<file path="src/rtl/serial_alu_if.sv">
// Request/response bundle for serial_alu: operands and opcode in, status and result out.
interface serial_alu_if #(
  parameter int unsigned WIDTH = 64
);
  logic             start;
  logic [WIDTH-1:0] a;
  logic [WIDTH-1:0] b;
  logic [3:0]       ALUOp;
  logic             busy;
  logic             done;
  logic [WIDTH-1:0] Result;
  logic             Zero;
  logic             CarryOut;

  modport master (
    output start, a, b, ALUOp,
    input  busy, done, Result, Zero, CarryOut
  );

  modport slave (
    input  start, a, b, ALUOp,
    output busy, done, Result, Zero, CarryOut
  );
endinterface

</file>
<file path="src/rtl/serial_alu.sv">
// Bit-serial ALU: one 1-bit slice evaluated LSB first, one bit per clock, WIDTH clocks per op.
module serial_alu #(
  parameter int unsigned WIDTH = 64
) (
  input logic         clk,
  input logic         reset,
  serial_alu_if.slave bus
);
  localparam int unsigned     CntW    = $clog2(WIDTH) + 1;
  localparam logic [CntW-1:0] LastCnt = CntW'(WIDTH - 1);

  typedef enum logic [1:0] {StIdle, StRun, StDone} state_e;

  state_e           state_q, state_d;
  logic [CntW-1:0]  cnt_q;
  logic [WIDTH-1:0] a_q, b_q, res_q;
  logic [3:0]       op_q;
  logic             carry_q;
  logic             accept;
  logic             x, y, slice_bit, slice_carry;

  assign accept = (state_q == StIdle) && bus.start;

  always_comb begin
    state_d = state_q;
    case (state_q)
      StIdle:  if (bus.start) state_d = StRun;
      StRun:   if (cnt_q == LastCnt) state_d = StDone;
      StDone:  state_d = StIdle;
      default: state_d = StIdle;
    endcase
  end

  // Operand bit 0 is always the current bit: operand copies shift right as they are consumed.
  always_comb begin
    x           = a_q[0] ^ op_q[3];
    y           = b_q[0] ^ op_q[2];
    slice_bit   = 1'b0;
    slice_carry = carry_q;
    case (op_q)
      4'b0000: slice_bit = x & y;
      4'b0001: slice_bit = x | y;
      4'b1100: slice_bit = x & y;
      default: begin
        slice_bit   = x ^ y ^ carry_q;
        slice_carry = (x & y) | (x & carry_q) | (y & carry_q);
      end
    endcase
  end

  always_ff @(posedge clk) begin
    if (reset) begin
      state_q <= StIdle;
      cnt_q   <= '0;
      a_q     <= '0;
      b_q     <= '0;
      op_q    <= '0;
      carry_q <= 1'b0;
      res_q   <= '0;
    end else begin
      state_q <= state_d;
      if (accept) begin
        a_q     <= bus.a;
        b_q     <= bus.b;
        op_q    <= bus.ALUOp;
        carry_q <= bus.ALUOp[2];
        cnt_q   <= '0;
        res_q   <= '0;
      end else if (state_q == StRun) begin
        a_q     <= a_q >> 1;
        b_q     <= b_q >> 1;
        carry_q <= slice_carry;
        res_q   <= {slice_bit, res_q[WIDTH-1:1]};
        cnt_q   <= cnt_q + CntW'(1);
      end
    end
  end

  assign bus.busy     = (state_q == StRun);
  assign bus.done     = (state_q == StDone);
  assign bus.Result   = res_q;
  assign bus.Zero     = ~|res_q;
  assign bus.CarryOut = carry_q;
endmodule

</file>
<file path="src/flat_wrapper.sv">
// flat-port wrapper written by rule: the top's interface ports become plain ports
module serial_alu_flat 
#(
  parameter int unsigned WIDTH = 64
)
  (clk, reset, bus_start, bus_a, bus_b, bus_ALUOp, bus_busy, bus_done, bus_Result, bus_Zero, bus_CarryOut);
  serial_alu_if #(.WIDTH(WIDTH)) bus_i ();
  input logic clk;
  input logic reset;
  input wire logic [$bits(bus_i.start)-1:0] bus_start;
  input wire logic [$bits(bus_i.a)-1:0] bus_a;
  input wire logic [$bits(bus_i.b)-1:0] bus_b;
  input wire logic [$bits(bus_i.ALUOp)-1:0] bus_ALUOp;
  output wire logic [$bits(bus_i.busy)-1:0] bus_busy;
  output wire logic [$bits(bus_i.done)-1:0] bus_done;
  output wire logic [$bits(bus_i.Result)-1:0] bus_Result;
  output wire logic [$bits(bus_i.Zero)-1:0] bus_Zero;
  output wire logic [$bits(bus_i.CarryOut)-1:0] bus_CarryOut;
  assign bus_i.start = bus_start;
  assign bus_i.a = bus_a;
  assign bus_i.b = bus_b;
  assign bus_i.ALUOp = bus_ALUOp;
  assign bus_busy = bus_i.busy;
  assign bus_done = bus_i.done;
  assign bus_Result = bus_i.Result;
  assign bus_Zero = bus_i.Zero;
  assign bus_CarryOut = bus_i.CarryOut;
  serial_alu #(.WIDTH(WIDTH)) u_core (.clk(clk), .reset(reset), .bus(bus_i));
endmodule
</file>
<file path="config.mk">
export PLATFORM = sky130hd
export DESIGN_NAME = serial_alu_flat
export DESIGN_NICKNAME = d
export VERILOG_FILES = /design/src/rtl/serial_alu_if.sv /design/src/rtl/serial_alu.sv /design/src/flat_wrapper.sv
export SDC_FILE = /design/constraint.sdc
export NUM_CORES = 1
export LEC_CHECK = 0
export ABC_CLOCK_PERIOD_IN_PS = 2200
export CAP_MARGIN = 25
export CORE_ASPECT_RATIO = 1.2
export CORE_MARGIN = 4
export CORE_UTILIZATION = 25
export DETAILED_ROUTE_END_ITERATION = 6
export GPL_TIMING_DRIVEN = 1
export HOLD_SLACK_MARGIN = 0.03
export PLACE_DENSITY = 0.56
export RECOVER_POWER = 50
export SYNTH_ARGS = -nofsm -noshare
export SYNTH_HDL_FRONTEND = slang
export SYNTH_SLANG_ARGS = --single-unit
</file>
<file path="constraint.sdc">
create_clock -name clk -period 2.2 [get_ports clk]
set_clock_uncertainty 0.05 [all_clocks]
set_input_delay 0.33 -clock clk [delete_from_list [all_inputs] [get_ports clk]]
set_output_delay 0.33 -clock clk [all_outputs]
set_load 0.005 [all_outputs]
</file>
# ---- Yosys cells after proc, flatten, opt, wreduce, memory -nomap -nowiden
# Index checks and enable logic that the tools add are counted.
dict set report totals {
  mem_bits_ro 0
  latch_bits 0
  wordCells 48
  ram_bits 0
  n_memories 0
  out_inout_bits 68
  register_bits 206
  inputBits 135
}
dict set report op_classes {
  div 0
  magnitude_cmp 0
  shift 0
  mul 0
  bitwise 10
  muxes 11
  eq_ne 8
  reduce_logical 11
  add_sub_neg 1
}
# operator n
set op_table {}
lappend op_table {{64-bit 2-to-1 mux} 4}
lappend op_table {{64-bit OR reduction} 1}
lappend op_table {{7-bit by 1-bit adder with 7-bit output (second input constant)} 1}
lappend op_table {{7-bit by 6-bit == test with 1-bit output (second input constant)} 1}
lappend op_table {{4-bit by 1-bit == test with 1-bit output (second input constant)} 1}
lappend op_table {{4-bit == test (second input constant)} 1}
lappend op_table {{4-bit zero test} 1}
lappend op_table {{2-bit 2-to-1 mux} 2}
lappend op_table {{2-bit by 1-bit inequality test with 1-bit output (second input constant)} 2}
lappend op_table {{2-bit one-hot mux with 2 select lines} 1}
lappend op_table {{2-bit AND reduction} 2}
lappend op_table {{2-bit OR reduction} 2}
lappend op_table {{1-bit bitwise XOR} 4}
lappend op_table {{1-bit AND} 3}
lappend op_table {{1-bit 2-to-1 mux} 3}
lappend op_table {{1-bit OR} 3}
lappend op_table {{3-bit OR reduction} 1}
lappend op_table {{2-bit by 1-bit == test with 1-bit output (second input constant)} 1}
lappend op_table {{2-bit == test (second input constant)} 1}
lappend op_table {{2-bit zero test} 1}
lappend op_table {{2-bit inequality test (second input constant)} 1}
lappend op_table {{1-bit one-hot mux with 2 select lines} 1}
lappend op_table {{2-bit nonzero test} 1}
lappend op_table {{1-bit logical AND} 1}
lappend op_table {{1-bit zero test} 1}

# ---- Depth between registers and ports, before layout
# Gate-level depths: netlist of the first run.
dict set report depth {
  ltp_word 7
  ltp_mapped 8
  depth_no_buf 7
}

# ---- Worst setup path before layout of the first run
# OpenSTA, ideal clock, no wires.
dict set report synth_path {
  path_type {reg2reg}
  start {reg u_core.op_q[2]}
  end {reg u_core.res_q[63] (netlist: u_core.bus.Result[63])}
  setup_ns 0.086
  slack_ns 0.457
  path_stages_with_launch 5
  arrival_ns 1.608
  synth_period_minus_slack_ns 1.743
  cell_sequence {dfxtp_1 > xnor2_1 > fa_1 > o32a_1 > a211oi_1}
}
dict set report synth_via {
  elab_chain_len 4
  word_cells_on_any_way 10
  classes_between {2 x eq/ne; 1 x mux; 5 x bitwise; 2 x reduce/logical}
}
# element line_no
set synth_rtl {}
lappend synth_rtl {{start, declared} serial_alu.sv:17} ;# logic [3:0] op_q;
lappend synth_rtl {{start signal, assigned} serial_alu.sv:65} ;# op_q <= bus.ALUOp;
lappend synth_rtl {{1-bit bitwise XOR} serial_alu.sv:37} ;# y = b_q[0] ^ op_q[2];
lappend synth_rtl {{1-bit bitwise XOR (2 in series)} serial_alu.sv:45} ;# slice_bit = x ^ y ^ carry_q;
lappend synth_rtl {{1-bit one-hot mux with 2 select lines *} serial_alu.sv:40} ;# case (op_q)
lappend synth_rtl {{end signal, assigned} serial_alu.sv:73} ;# res_q <= {slice_bit, res_q[WIDTH-1:1]};
lappend synth_rtl {{end, declared} serial_alu.sv:16} ;# logic [WIDTH-1:0] a_q, b_q, res_q;
# Mark *: on every way between the ends. The rest lies on a longest branch, timed or not.
# A chain may end at the register's enable or synchronous reset.

# ---- Worst setup path after layout of the first run
dict set report layout_path {
  start {reg u_core.res_q[33] (netlist: u_core.bus.Result[33])}
  end {out bus_Zero}
}
dict set report layout_via {
  elab_chain_len 2
}
# element line_no
set layout_rtl {}
lappend layout_rtl {{64-bit OR reduction} serial_alu.sv:82} ;# assign bus.Zero = ~|res_q;
lappend layout_rtl {{1-bit zero test} serial_alu.sv:82}
lappend layout_rtl {{end, declared} flat_wrapper.sv:17} ;# output wire logic [$bits(bus_i.Zero)-1:0] bus_Zero;
# Every way passes these cells.

==> results of run 1 <==
## per-stage QoR
step           utilization  TNS [ns]  hold slack [ns]
5_1_grt              0.364   -0.0530            0.123
2_1_floorplan            -         0            0.380
4_1_cts              0.363  -0.00395            0.147
6_report             0.364         0            0.130
3_5_place_dp         0.335         0            0.397
3_3_place_gp         0.335         0            0.392
## per-layer routing
layer  vias to the layer above  GRT usage  share of wire
met3                        33     0.0268          0.064
met2                       183      0.208           0.48
met1                      3518      0.162           0.43
met4                         0     0.0362          0.019
met5                         -          0              0
li1                       3725          -              -
## path summary, 6_finish.rpt
kind                                        endpoint  slack (ns)                          startpoint  cells past startpoint
setup / recovery                            bus_Zero        0.08  u_core.bus.Result[33]$_SDFFE_PP0P_                      4
setup reg to reg   u_core.bus.Result[6]$_SDFFE_PP0P_        0.19      u_core.state_q[1]$_SDFFE_PP0P_                      5
hold reg to reg          u_core.b_q[37]$_SDFFE_PP0P_        0.40         u_core.b_q[37]$_SDFFE_PP0P_                      2
hold / removal    u_core.bus.Result[63]$_SDFFE_PP0P_        0.13                               reset                      3
## cell type report
cell class,count,share of cell area
sequential,206,0.362
multi-input combinational,660,0.307
timing repair buffer,247,0.213
clock buffer,30,0.0582
tap,401,0.0440
clock inverter,14,0.0141
inverter,5,0.00230
antenna,1,0.000219
## cell usage in the layout (no fill, tap or decap), drive strengths merged, types with 2 or more instances in the layout
cell           netlist  routed
a21oi              199     199
nand4                6       6
clkdlybuf4s50        0     188
xor2                 5       5
ha                   3       3
dlygate4sd3          0      12
clkinv               0       7
nor2                 9       9
dfxtp              206     206
or3                  2       2
clkinvlp             0       2
a22oi              126     126
nand3                4       4
or2                  2       2
inv                  5       7
clkbuf              33      32
xnor2                2       2
o31ai                2       2
buf                 48      45
nor4                18      18
nand2              269     269
bufinv               0       3
## power breakdown
group	total, mW	internal, mW	switching, mW
Sequential	4.00	3.91	0.0936
Clock	4.11	2.51	1.61
Combinational	0.988	0.460	0.527
Total	9.10	6.88	2.23
## worst reg2reg max path, delay by kind of cell, from the launching register on
family	cells	cell delay (ns)
flip-flops	1	0.33
buffers and inverters	2	0.55
AO/OA/AOI/OAI	1	0.09
AND/OR/NAND/NOR	2	0.86
## sequential cells by signal, summed over array words and instances (netlist names)
name and count:
u_core.a_q 64, u_core.b_q 64, u_core.bus.CarryOut 1, u_core.bus.Result 64, u_core.cnt_q 7, u_core.op_q 4
u_core.state_q 2
## kinds of logic (layout without fill, tap and decap cells)
| family | after synthesis | after routing |
|---|---|---|
| compound gates | 332 | 332 |
| flops | 206 | 206 |
| fa+ha+maj | 4 | 4 |
| buf+inv | 86 | 296 |
| other cells | 0 | 1 |
| simple gates | 317 | 317 |
| xor+xnor | 7 | 7 |
## what timing repair did
action | CTS | global route
setup endpoints to repair | 2 | 2
buffers inserted | 0 | 3
pin swaps | 5 | 1
hold buffers | 0 | 0
gates resized for setup | 15 | 8
==> results.txt, run 1 <==
- Result of the run: finished, final reports clean
- Worst-path fanout max: 4
* Antenna violations before repair: 1
* Placement Cell Area: 10500 µm²
* Chip height: approximately 200 µm
- The filler cells instantiated in the layout total 3212.
- Via count of the first global-routing pass: 7046
- Power spread over the standard cell area amounts to 798 nW/µm².
- The die is around 170 µm wide.
* RSZ-0062 raised after global routing: yes
- Total Die Area: roughly 35000 µm²
- Cell at the root of the clock tree: clkbuf_16
- The cell family contributing the most delay on the critical path is simple AND/OR/NAND/NOR gates.
- The floorplan step defined a core boundary enclosing 31400 µm².
- Buffers on Ports: about 200
- For this run, the post-layout net count is between 1000 and 1500.
- The signal on the critical path passes through nor4_1 > nand4_1 > nor4_2 > buf_2.
- Share of the synthesized area in compound gates (AO/OA/AOI/OAI): 0.251
- For this block, the routed nets add up to ~23000 µm of wire.
- Max rail drop VDD: 542 µV
- YS warnings: 0
- The finished cells cover between 10000 and 15000 µm².
- The share of synthesized area in the top cell type comes to 0.519.
- First-pass GRT wire length: ~36000 µm
- CP endpoint kind: output pin
- Combined flip-flop and latch cell area: between 4000 and 5000 µm²
- Of the total synthesized cell area, the portion taken by full adders, half adders and majority gates is 0.00724.
- Summing all multi-input logic gate instances after layout gives 3500 µm².
* Number of pins exceeding their max-slew limit in the final report: 0
- In this run the number of H-tree levels came out at 1.
- # Max-Cap Violations: 0
- Hold Vio Cnt, Final: 0
- In the final routed layout, each cell accounts on average for ~15 µm.
- Number of primary I/O pins: 203
- Final critical-path setup slack: ~0.075 ns
- Longest individual stage delay on the worst path: 0.33 ns
* Combinational family with the most area after synthesis: compound AO/OA/AOI/OAI gates
* Fraction of the yosys area taken by sequential cells: 0.519
- In the final layout, the share of cells above drive strength 1 is 0.0929.
- Commonest cells in the synthesized netlist: 269 x nand2_1, 206 x dfxtp_1, 199 x a21oi_1, 126 x a22oi_1, 36 x buf_2
* Critical Path Start Type: flip-flop
- In this run, synthesis inferred 0 flip-flops with an integrated enable.
- For this configuration, the core starts out at a cell density of 0.254.
* Number of vias after detailed routing: approximately 7500
* Setup slack at placement: roughly 0.019 ns
- Cts bufs inserted: 24
- Most instantiated library cell after synthesis: nand2_1
- The first detailed-routing pass ran for 5 iterations.
* Final antenna-violating net count: 0
- Setup violations remaining at the end of the flow were counted as 0.
- Using the TritonRoute via totals, the vias-per-cell ratio works out to around 4.8.
- Headroom to the max-slew limit: 0.430
- Placer Congestion: roughly 0.74
* Tcrit/Tclk final: 0.966
- TritonCTS built the clock tree.
* Total power: 9.10 mW
* Clock insertion delay at the later pin of the skew report: just over 0.5 ns
- Synth Net Count: about 1100
- Fraction of registers with async set or reset after synthesis: 0
* Post-synthesis instance area: ~8000 µm²
- CTS saw around 200 sinks.
- Synthesis produced a netlist whose cell count is ~950.
- The critical path is of the flip-flop to output pin type.
* Clock transition time at the flip-flop clock pins of the worst setup and hold paths: approximately 0.060 ns
* DRC viols: 0
- Of the total synthesized cell area, the portion taken by AND, OR, NAND and NOR gates is 0.164.
* Hold crit path type: input port to flip-flop
- Counting distinct cell types in the post-synthesis netlist gives 36.
* Largest cells by area after synthesis: dfxtp_1 52%, nand2_1 13%, a21oi_1 13%, a22oi_1 12%, buf_2 2.3%
- Combined global-route utilization of all metal layers: 0.125
* Post-synth top area cell: dfxtp_1
- Min Tclk post-route: between 2 and 2.5 ns
- Cell type of the slowest stage on the worst timing path: dfxtp_1
- The number of placed instances, taps included, is about 1500.
- Largest net degree at the start of global routing: 136
* Multiplexer share of the synthesized area: 0
- In this run, the number of DRC markers left after iteration 0 of detailed routing was 545.
* Required time of the critical path: 1.82 ns
- After global routing the overflow that remains totals 0.
* Post-synthesis register bit count: 206
* Fin cells: around 1600
- The most used flip-flop cell after synthesis is dfxtp_1.
* Slew at the pin with the worst max-slew slack: 0.854 ns
- Compared with the post-synthesis result, the final layout area differs by 43.6%.
- Floorplan row count: 71
- Arrival time of data at the critical path endpoint: about 1.7 ns
- Detailed placement finished with a half-perimeter wire length of approximately 15000 µm.
- Maximum buffer depth of the clock tree: 3
- Together, buffers and inverters on the worst path number 1.
* Per-instance average area after synthesis: approximately 8.4 µm²
- Synthesized-area fraction occupied by xor and xnor cells: 0.00771
- Static Leak: between 3 and 4 nW
* Highest clock rate: 0.471 GHz
(Power assumes the default switching activity.)
==> run 2: changes to the inputs <==
--- a/config.mk
+++ b/config.mk
@@ -13,7 +13,7 @@
 export DETAILED_ROUTE_END_ITERATION = 6
 export GPL_TIMING_DRIVEN = 1
 export HOLD_SLACK_MARGIN = 0.03
-export PLACE_DENSITY = 0.56
+export PLACE_DENSITY = 0.5
 export RECOVER_POWER = 50
 export SYNTH_ARGS = -nofsm -noshare
 export SYNTH_HDL_FRONTEND = slang
==> run 2 against run 1 <==
Global-route usage grew 0.45 points; register-to-register slack gained 0.04 ns; die area stayed put; largest power group is now sequential cells.
==> results.txt, run 2 (synthesis results as in run 1) <==
* Result of the run: finished, final reports clean
- Cell at the root of the clock tree: clkbuf_16
- Placer Congestion: 0.742 (+0.83%)
- The path class of the tightest hold or removal check is input port to flip-flop.
- Chip height: 203 µm (unchanged)
- CP Class: flip-flop to output pin
- Leaving out fill and tap cells, the most frequent cell in the layout is nand2_1.
- The routed length per placed instance came to 15.2 µm (+2.7%).
- Required time of the critical path: 1.82 ns (about the same)
* Total length of routed wires: 23500 µm (+1.6%)
- Setup TNS: 0 ns (unchanged)
- Number of pins exceeding their max-slew limit in the final report: 0 (unchanged)
* Final setup viols: 0 (unchanged)
- CP endpoint kind: output pin
- The number of DRC markers in iteration 0 came to 512 (-6.1%).
* Clock insertion delay at the later pin of the skew report: 0.51 ns (about the same)
- Clock tree from TritonCTS: built
- Total Die Area: 34700 µm² (unchanged)
- The highest net fanout along the worst path was 4 (unchanged).
- The worst register-to-register path ends at u_core.b_q[0]$_SDFFE_PP0P_.
- The data arrival time of the worst path came to 1.76 ns (+0.02 ns).
- Most frequent cells in the layout: 269 x nand2_1, 202 x dfxtp_1, 199 x a21oi_1, 199 x clkdlybuf4s50_1, 126 x a22oi_1
- The global-route wire length before repair was 37400 µm (+3.5%).
- The layout net count came to 1267 (-1.2%).
* RSZ-0062 raised after global routing: yes
* Clock transition time at the flip-flop clock pins of the worst setup and hold paths: 0.06 ns (about the same)
- The layout cell share with drive strength beyond 1 was 0.0716 (-0.0214).
- Hold-critical path endpoint: u_core.a_q[63]$_SDFFE_PP0P_
* # Max-Cap Violations: 0 (unchanged)
* Min Tclk post-route: 2.14 ns (+0.0172 ns)
- The share of the clock period used by the worst path after layout is 0.974 (+0.00782).
- Highest clock rate: 0.467 GHz (-0.80%)
- The number of detailed-routing iterations run before antenna repair is 5 (unchanged).
- Slew at the pin with the worst max-slew slack: 0.911 ns (+0.0573 ns)
- Cts bufs inserted: 24 (unchanged)
* Fin cells: 1547 (-1.1%)
- Hold Vio Cnt, Final: 0 (unchanged)
- Maximum buffer depth of the clock tree: 3 (unchanged)
- The power per cell area was 798 nW/µm² (about the same).
* Placeable core area: 31400 µm² (unchanged)
- Largest net degree at the start of global routing: 136 (unchanged)
* Final critical-path setup slack: 0.0579 ns (-0.0172 ns)
* Number of primary I/O pins: 203 (unchanged)
- Setup slack at placement: -0.0192 ns (-0.0382 ns)
- Number of vias after detailed routing: 7311 (-2.0%)
- Detailed placer's ending HPWL: 15200 µm (-0.63%)
- The via count of the first global-routing pass is 6989 (-0.81%).
- The number of antenna violations at the first check in global routing is 1 (unchanged).
* Total power: 8.95 mW (-1.7%)
- Effective utilization at floorplan: 0.254 (unchanged)
- Critical Path Start Type: flip-flop
- Launch point of the worst reg-to-reg path: u_core.state_q[1]$_SDFFE_PP0P_
* Floorplan row count: 71 (unchanged)
* Count of antenna diodes in the layout: 0 (-1)
- Grt total ovfl: 0 (unchanged)
- The peak supply drop is 472 µV (-13%).
- DRC viols: 0 (unchanged)
* Hold Path Cell Cnt: 3 (unchanged)
- The overall die width came to 171 µm (unchanged).
- Compared with the post-synthesis result, the final layout area differs by 41.0%.
- The setup slack of the worst register-to-register path is 0.23 ns (+0.04 ns).
* Headroom to the max-slew limit: 0.393 (-0.0370)
- Combined global-route utilization of all metal layers: 0.129 (+0.00448)
- Worst Reg2Reg Path Length in Cells: 5 (unchanged)
* H-tree depth: 1 (unchanged)
* Clock sinks: 206 (unchanged)
* Buffers on Ports: 202 (unchanged)
- Static Leak: 3.83 nW (-3.6%)
- Worst hold path startpoint: reset
- The post-detailed-route count of antenna-violating nets is 0 (unchanged).
* Via density: 4.73 (-0.91%)
- The number of placed cells counting well taps was 1502 (-0.92%).
## run 2: cell count changes in the layout (fill, tap and decap cells not counted), sizes merged
cell and change:
buf -18, clkbuf +12, dlygate4sd3 -12, clkdlybuf4s50 +11, clkinv -4, bufinv -2
clkinvlp -2, inv -2, diode -1, dlygate4sd2 +1
## run 2: area by class of cell
| type | count | area [µm²] |
|---|---|---|
| fill | 3243 | 20100 |
| sequential | 206 | 4130 |
| multi-input combinational | 660 | 3460 |
| timing repair buffer | 231 | 2300 |
| clock buffer | 40 | 752 |
| tap | 401 | 502 |
| clock inverter | 4 | 45.0 |
| inverter | 5 | 23.8 |
## run 2: how the worst max path moves through the flow
stage                                               to  cells after the start  slack [ns]                          startpoint
floorplan           u_core.bus.Result[63]$_SDFFE_PP0P_                      4        0.46         u_core.op_q[2]$_SDFFE_PP0P_
global placement                              bus_Zero                      5       -0.04  u_core.bus.Result[40]$_SDFFE_PP0P_
detailed placement                            bus_Zero                      5       -0.02  u_core.bus.Result[40]$_SDFFE_PP0P_
CTS                                           bus_Zero                      5        -0.1  u_core.bus.Result[43]$_SDFFE_PP0P_
global route                                  bus_Zero                      5       -0.06  u_core.bus.Result[40]$_SDFFE_PP0P_
finish                                        bus_Zero                      5        0.06  u_core.bus.Result[40]$_SDFFE_PP0P_
## run 2: power by group
group / switching, mW / leakage [nW] / internal, mW
logic: 0.526 / 1.76 / 0.443
registers: 0.0939 / 1.68 / 3.91
clock network: 1.55 / 0.394 / 2.43
total: 2.17 / 3.83 / 6.78
## run 2: routing by layer
metal | vias to the layer above | routed length, µm | track usage
met4 | 2 | 446 | 0.0334
met1 | 3406 | 10200 | 0.171
met2 | 172 | 11400 | 0.213
li1 | 3695 | - | -
met3 | 36 | 1460 | 0.0289
met5 | - | 13 | 0
## run 2: critical path: stages (launching register included)
cell and delay [ns]:
dfxtp_2 0.34, nor4_4 0.28, buf_4 0.15, nand4_1 0.10
nor4_2 0.23, buf_2 0.15
## run 2: through the flow
stage / hold WS, ns / area, µm² / utilization
global route: 0.317 / 11200 / 0.358
CTS: 0.290 / 11200 / 0.358
global placement: 0.392 / 10400 / 0.332
finish: 0.276 / 11200 / 0.358
detailed placement: 0.397 / 10400 / 0.332
floorplan: 0.380 / 7950 / -
## run 2: repair_timing
action	4_1_cts	5_1_grt
resized for setup	11	6
pin swaps	2	4
setup endpoints to repair	2	1
setup buffers	1	0
hold buffers	0	0
==> run 3: changes to the inputs <==
--- a/config.mk
+++ b/config.mk
@@ -8,7 +8,6 @@
 export ABC_CLOCK_PERIOD_IN_PS = 2200
 export CAP_MARGIN = 25
 export CORE_ASPECT_RATIO = 1.2
-export CORE_MARGIN = 4
 export CORE_UTILIZATION = 25
 export DETAILED_ROUTE_END_ITERATION = 6
 export GPL_TIMING_DRIVEN = 1
==> run 3 against run 2 <==
Global-route usage increased by 0.84 points; maximum frequency shrank 0.11%; sequential share of layout area grew 0.20 points; first-iteration DRC count shrank 27%; clock-buffer cell count is 4 lower; die area fell by 6.4%; design area is 0.68% lower; register-to-register slack worse by 0.07 ns; worst hold slack better by 0.045 ns; total power is 1.9% lower; final cell count shrank 0.45%.
==> results.txt, run 3 (synthesis results as in run 1) <==
* Result of the run: finished, final reports clean
- The clock edge transition at the registers on the reported setup and hold paths came to 0.06 ns (about the same).
- Via count of the first global-routing pass: 7028 (+0.56%)
- Commonest non-fill, non-tap cell in the layout: nand2_1
- The global-route wire length before repair was 36500 µm (-2.5%).
* Slew at the pin with the worst max-slew slack: 0.744 ns (-0.167 ns)
- The final routed DRC violation total came to 0 (unchanged).
- Required time of the critical path: 1.82 ns (about the same)
* Combined flip-flop and latch cell area: 4130 µm² (-0.15%)
- The number of detailed-routing iterations run before antenna repair is 4 (-1).
- Min Tclk post-route: 2.14 ns (+0.00244 ns)
* Hold Vio Cnt, Final: 0 (unchanged)
* Chain of cells forming the critical path: nor4_2 > nand4_1 > nor4_2 > buf_2
* Area Overhead vs Synth: 40.1%
- Setup fix buffers added after clock tree synthesis: 0 (-1)
- For this design, the slowest cell found on the critical path is dfxtp_1.
- The highest clock rate is 0.466 GHz (-0.11%).
- Sequential power share: 0.456 (+0.009)
* Placer Congestion: 0.721 (-2.9%)
- Arrival time of data at the critical path endpoint: 1.76 ns (about the same)
- The peak supply drop is 419 µV (-11%).
* Cell-internal power: 6.62 mW (-2.4%)
- The maximum clock insertion buffer count is 3 (unchanged).
- The post-detailed-route count of antenna-violating nets was 0 (unchanged).
- The setup violation total in the final timing report came to 0 (unchanged).
- The area of all placed cells without fillers is 11100 µm² (-0.68%).
- Post-placement cell count: 1498 (-0.27%)
* First-iteration detailed-routing DRC count: 373 (-27%)
- The summed negative setup slack over all endpoints is 0 ns (unchanged).
- Total length of routed wires: 22900 µm (-2.4%)
* Largest net degree at the start of global routing: 136 (unchanged)
- The worst-case headroom to the max-slew limit was 0.504 (+0.111).
* Clock sinks: 206 (unchanged)
* RSZ-0062 raised after global routing: yes
* Buffer and inverter count on the worst path: 1 (-1)
- The combinational power share was 0.110 (+0.002).
* Fin cells: 1540 (-0.45%)
- Via density: 4.78 (+1.2%)
* CP endpoint kind: output pin
* Tcrit/Tclk final: 0.975 (+0.00111)
- Buffers on Ports: 202 (unchanged)
- The clock insertion delay at the later pin of the skew report was 0.50 ns (about the same).
* Horizontal die dimension: 165 µm (-3.5%)
- Most frequent cells in the layout: 269 x nand2_1, 205 x dfxtp_1, 199 x a21oi_1, 199 x clkdlybuf4s50_1, 126 x a22oi_1
- The height of the die is 197 µm (-3.0%).
- Grt total ovfl: 0 (unchanged)
- The number of filler cells placed in the layout is 3274 (+0.96%).
- The antenna diode count is 0 (unchanged).
- Cell family with most CP delay: simple AND/OR/NAND/NOR gates
- Total power: 8.77 mW (-1.9%)
* Placement Cell Area: 10400 µm² (-0.17%)
* Longest individual stage delay on the worst path: 0.34 ns (about the same)
- The switching power total came to 2.16 mW (-0.45%).
- TritonCTS built the clock tree.
- The max-cap check violation count was 0 (unchanged).
* Share of layout cells above drive strength 1: 0.0650 (-0.00658)
- The routed length per placed instance is 14.9 µm (-2.0%).
- Final layout net count: 1262 (-0.39%)
* Number of pins exceeding their max-slew limit in the final report: 0 (unchanged)
- The number of antenna violations at the first check in global routing came to 3 (+2).
- Static Leak: 3.78 nW (-1.3%)
* Clock share of power: 0.433 (-0.011)
- CP Class: flip-flop to output pin
- Combined global-route utilization of all metal layers: 0.138 (+0.00839)
* Critical path's most frequent cell: nor4_2
- Detailed placer's ending HPWL: 14800 µm (-2.4%)
- The power per cell area was 788 nW/µm² (-1.3%).
- Cts bufs inserted: 24 (unchanged)
- Placeable core area: 31400 µm² (unchanged)
- The count of H-tree levels built during CTS is 1 (unchanged).
- Hold crit path type: input port to flip-flop
- The highest net fanout along the worst path was 4 (unchanged).
* Switching power as a share of total power: 0.246 (+0.00368)
- The initial core utilization came to 0.254 (unchanged).
- Number of primary I/O pins: 203 (unchanged)
- Floorplan row count: 71 (unchanged)
- Multi-input combinational cell area: 3470 µm² (+0.14%)
* Total Die Area: 32500 µm² (-6.4%)
- Critical Path Start Type: flip-flop
* Number of vias after detailed routing: 7365 (+0.74%)
- In this run the clock root is driven by a clkbuf_16.
## run 3: cell types whose count changed in the layout (fill, tap and decap cells not counted), sizes merged
cell	change
clkbuf	-3
bufinv	-1
buf	-6
clkinv	+3
## run 3: metrics by stage
| stage | utilization | setup slack [ns] | hold WS [ns] |
|---|---|---|---|
| 2_1_floorplan | - | 0.457 | 0.380 |
| 3_3_place_gp | 0.331 | 0.0768 | 0.393 |
| 3_5_place_dp | 0.331 | 0.106 | 0.397 |
| 4_1_cts | 0.356 | 0.00985 | 0.263 |
| 5_1_grt | 0.355 | -0.0913 | 0.327 |
| 6_report | 0.355 | 0.0555 | 0.320 |
## run 3: worst paths after layout
check / start / to / slack [ns] / cells after the start
max: u_core.bus.Result[23]$_SDFFE_PP0P_ / bus_Zero / 0.06 / 4
min: bus_ALUOp[3] / u_core.op_q[3]$_SDFFE_PP0P_ / 0.32 / 3
max reg2reg: u_core.state_q[1]$_SDFFE_PP0P_ / u_core.bus.Result[44]$_SDFFE_PP0P_ / 0.16 / 4
min reg2reg: u_core.a_q[15]$_SDFFE_PP0P_ / u_core.a_q[15]$_SDFFE_PP0P_ / 0.40 / 2
## run 3: layer usage
metal,track usage,vias up,wire length (µm)
met5,0,-,40
met3,0.0336,42,1380
met2,0.236,165,11200
met1,0.169,3468,9880
li1,-,3684,-
met4,0.0387,6,469
## run 3: area by class of cell
type	count	share of cell area
tap	401	0.0451
inverter	5	0.00213
timing repair buffer	226	0.203
sequential	206	0.370
clock buffer	36	0.0653
multi-input combinational	660	0.311
clock inverter	6	0.00270
## run 3: tightest hold or removal path, delay by kind of cell
| kind | cells | cell delay, ns |
|---|---|---|
| AOI/OAI and AO/OA | 1 | 0.05 |
| and+or+nand+nor | 1 | 0.06 |
| buffers and inverters | 1 | 0.39 |
## run 3: repair_timing
item | in CTS | in global routing
hold buffers | 0 | 0
gates resized for setup | 10 | 4
endpoints found under the setup margin | 2 | 1
hold endpoints to repair | 0 | 0
cloned | 0 | 0
pin swaps | 5 | 1
## run 3: power groups by stage
stage	logic, mW	clock network (mW)	registers [mW]
2_1_floorplan	0.578	0	4.06
3_3_place_gp	1.00	0	4.08
3_5_place_dp	1.01	0	4.08
4_1_cts	1.01	3.96	4.00
5_1_grt	1.08	4.11	4.02
6_report	0.969	3.80	4.00
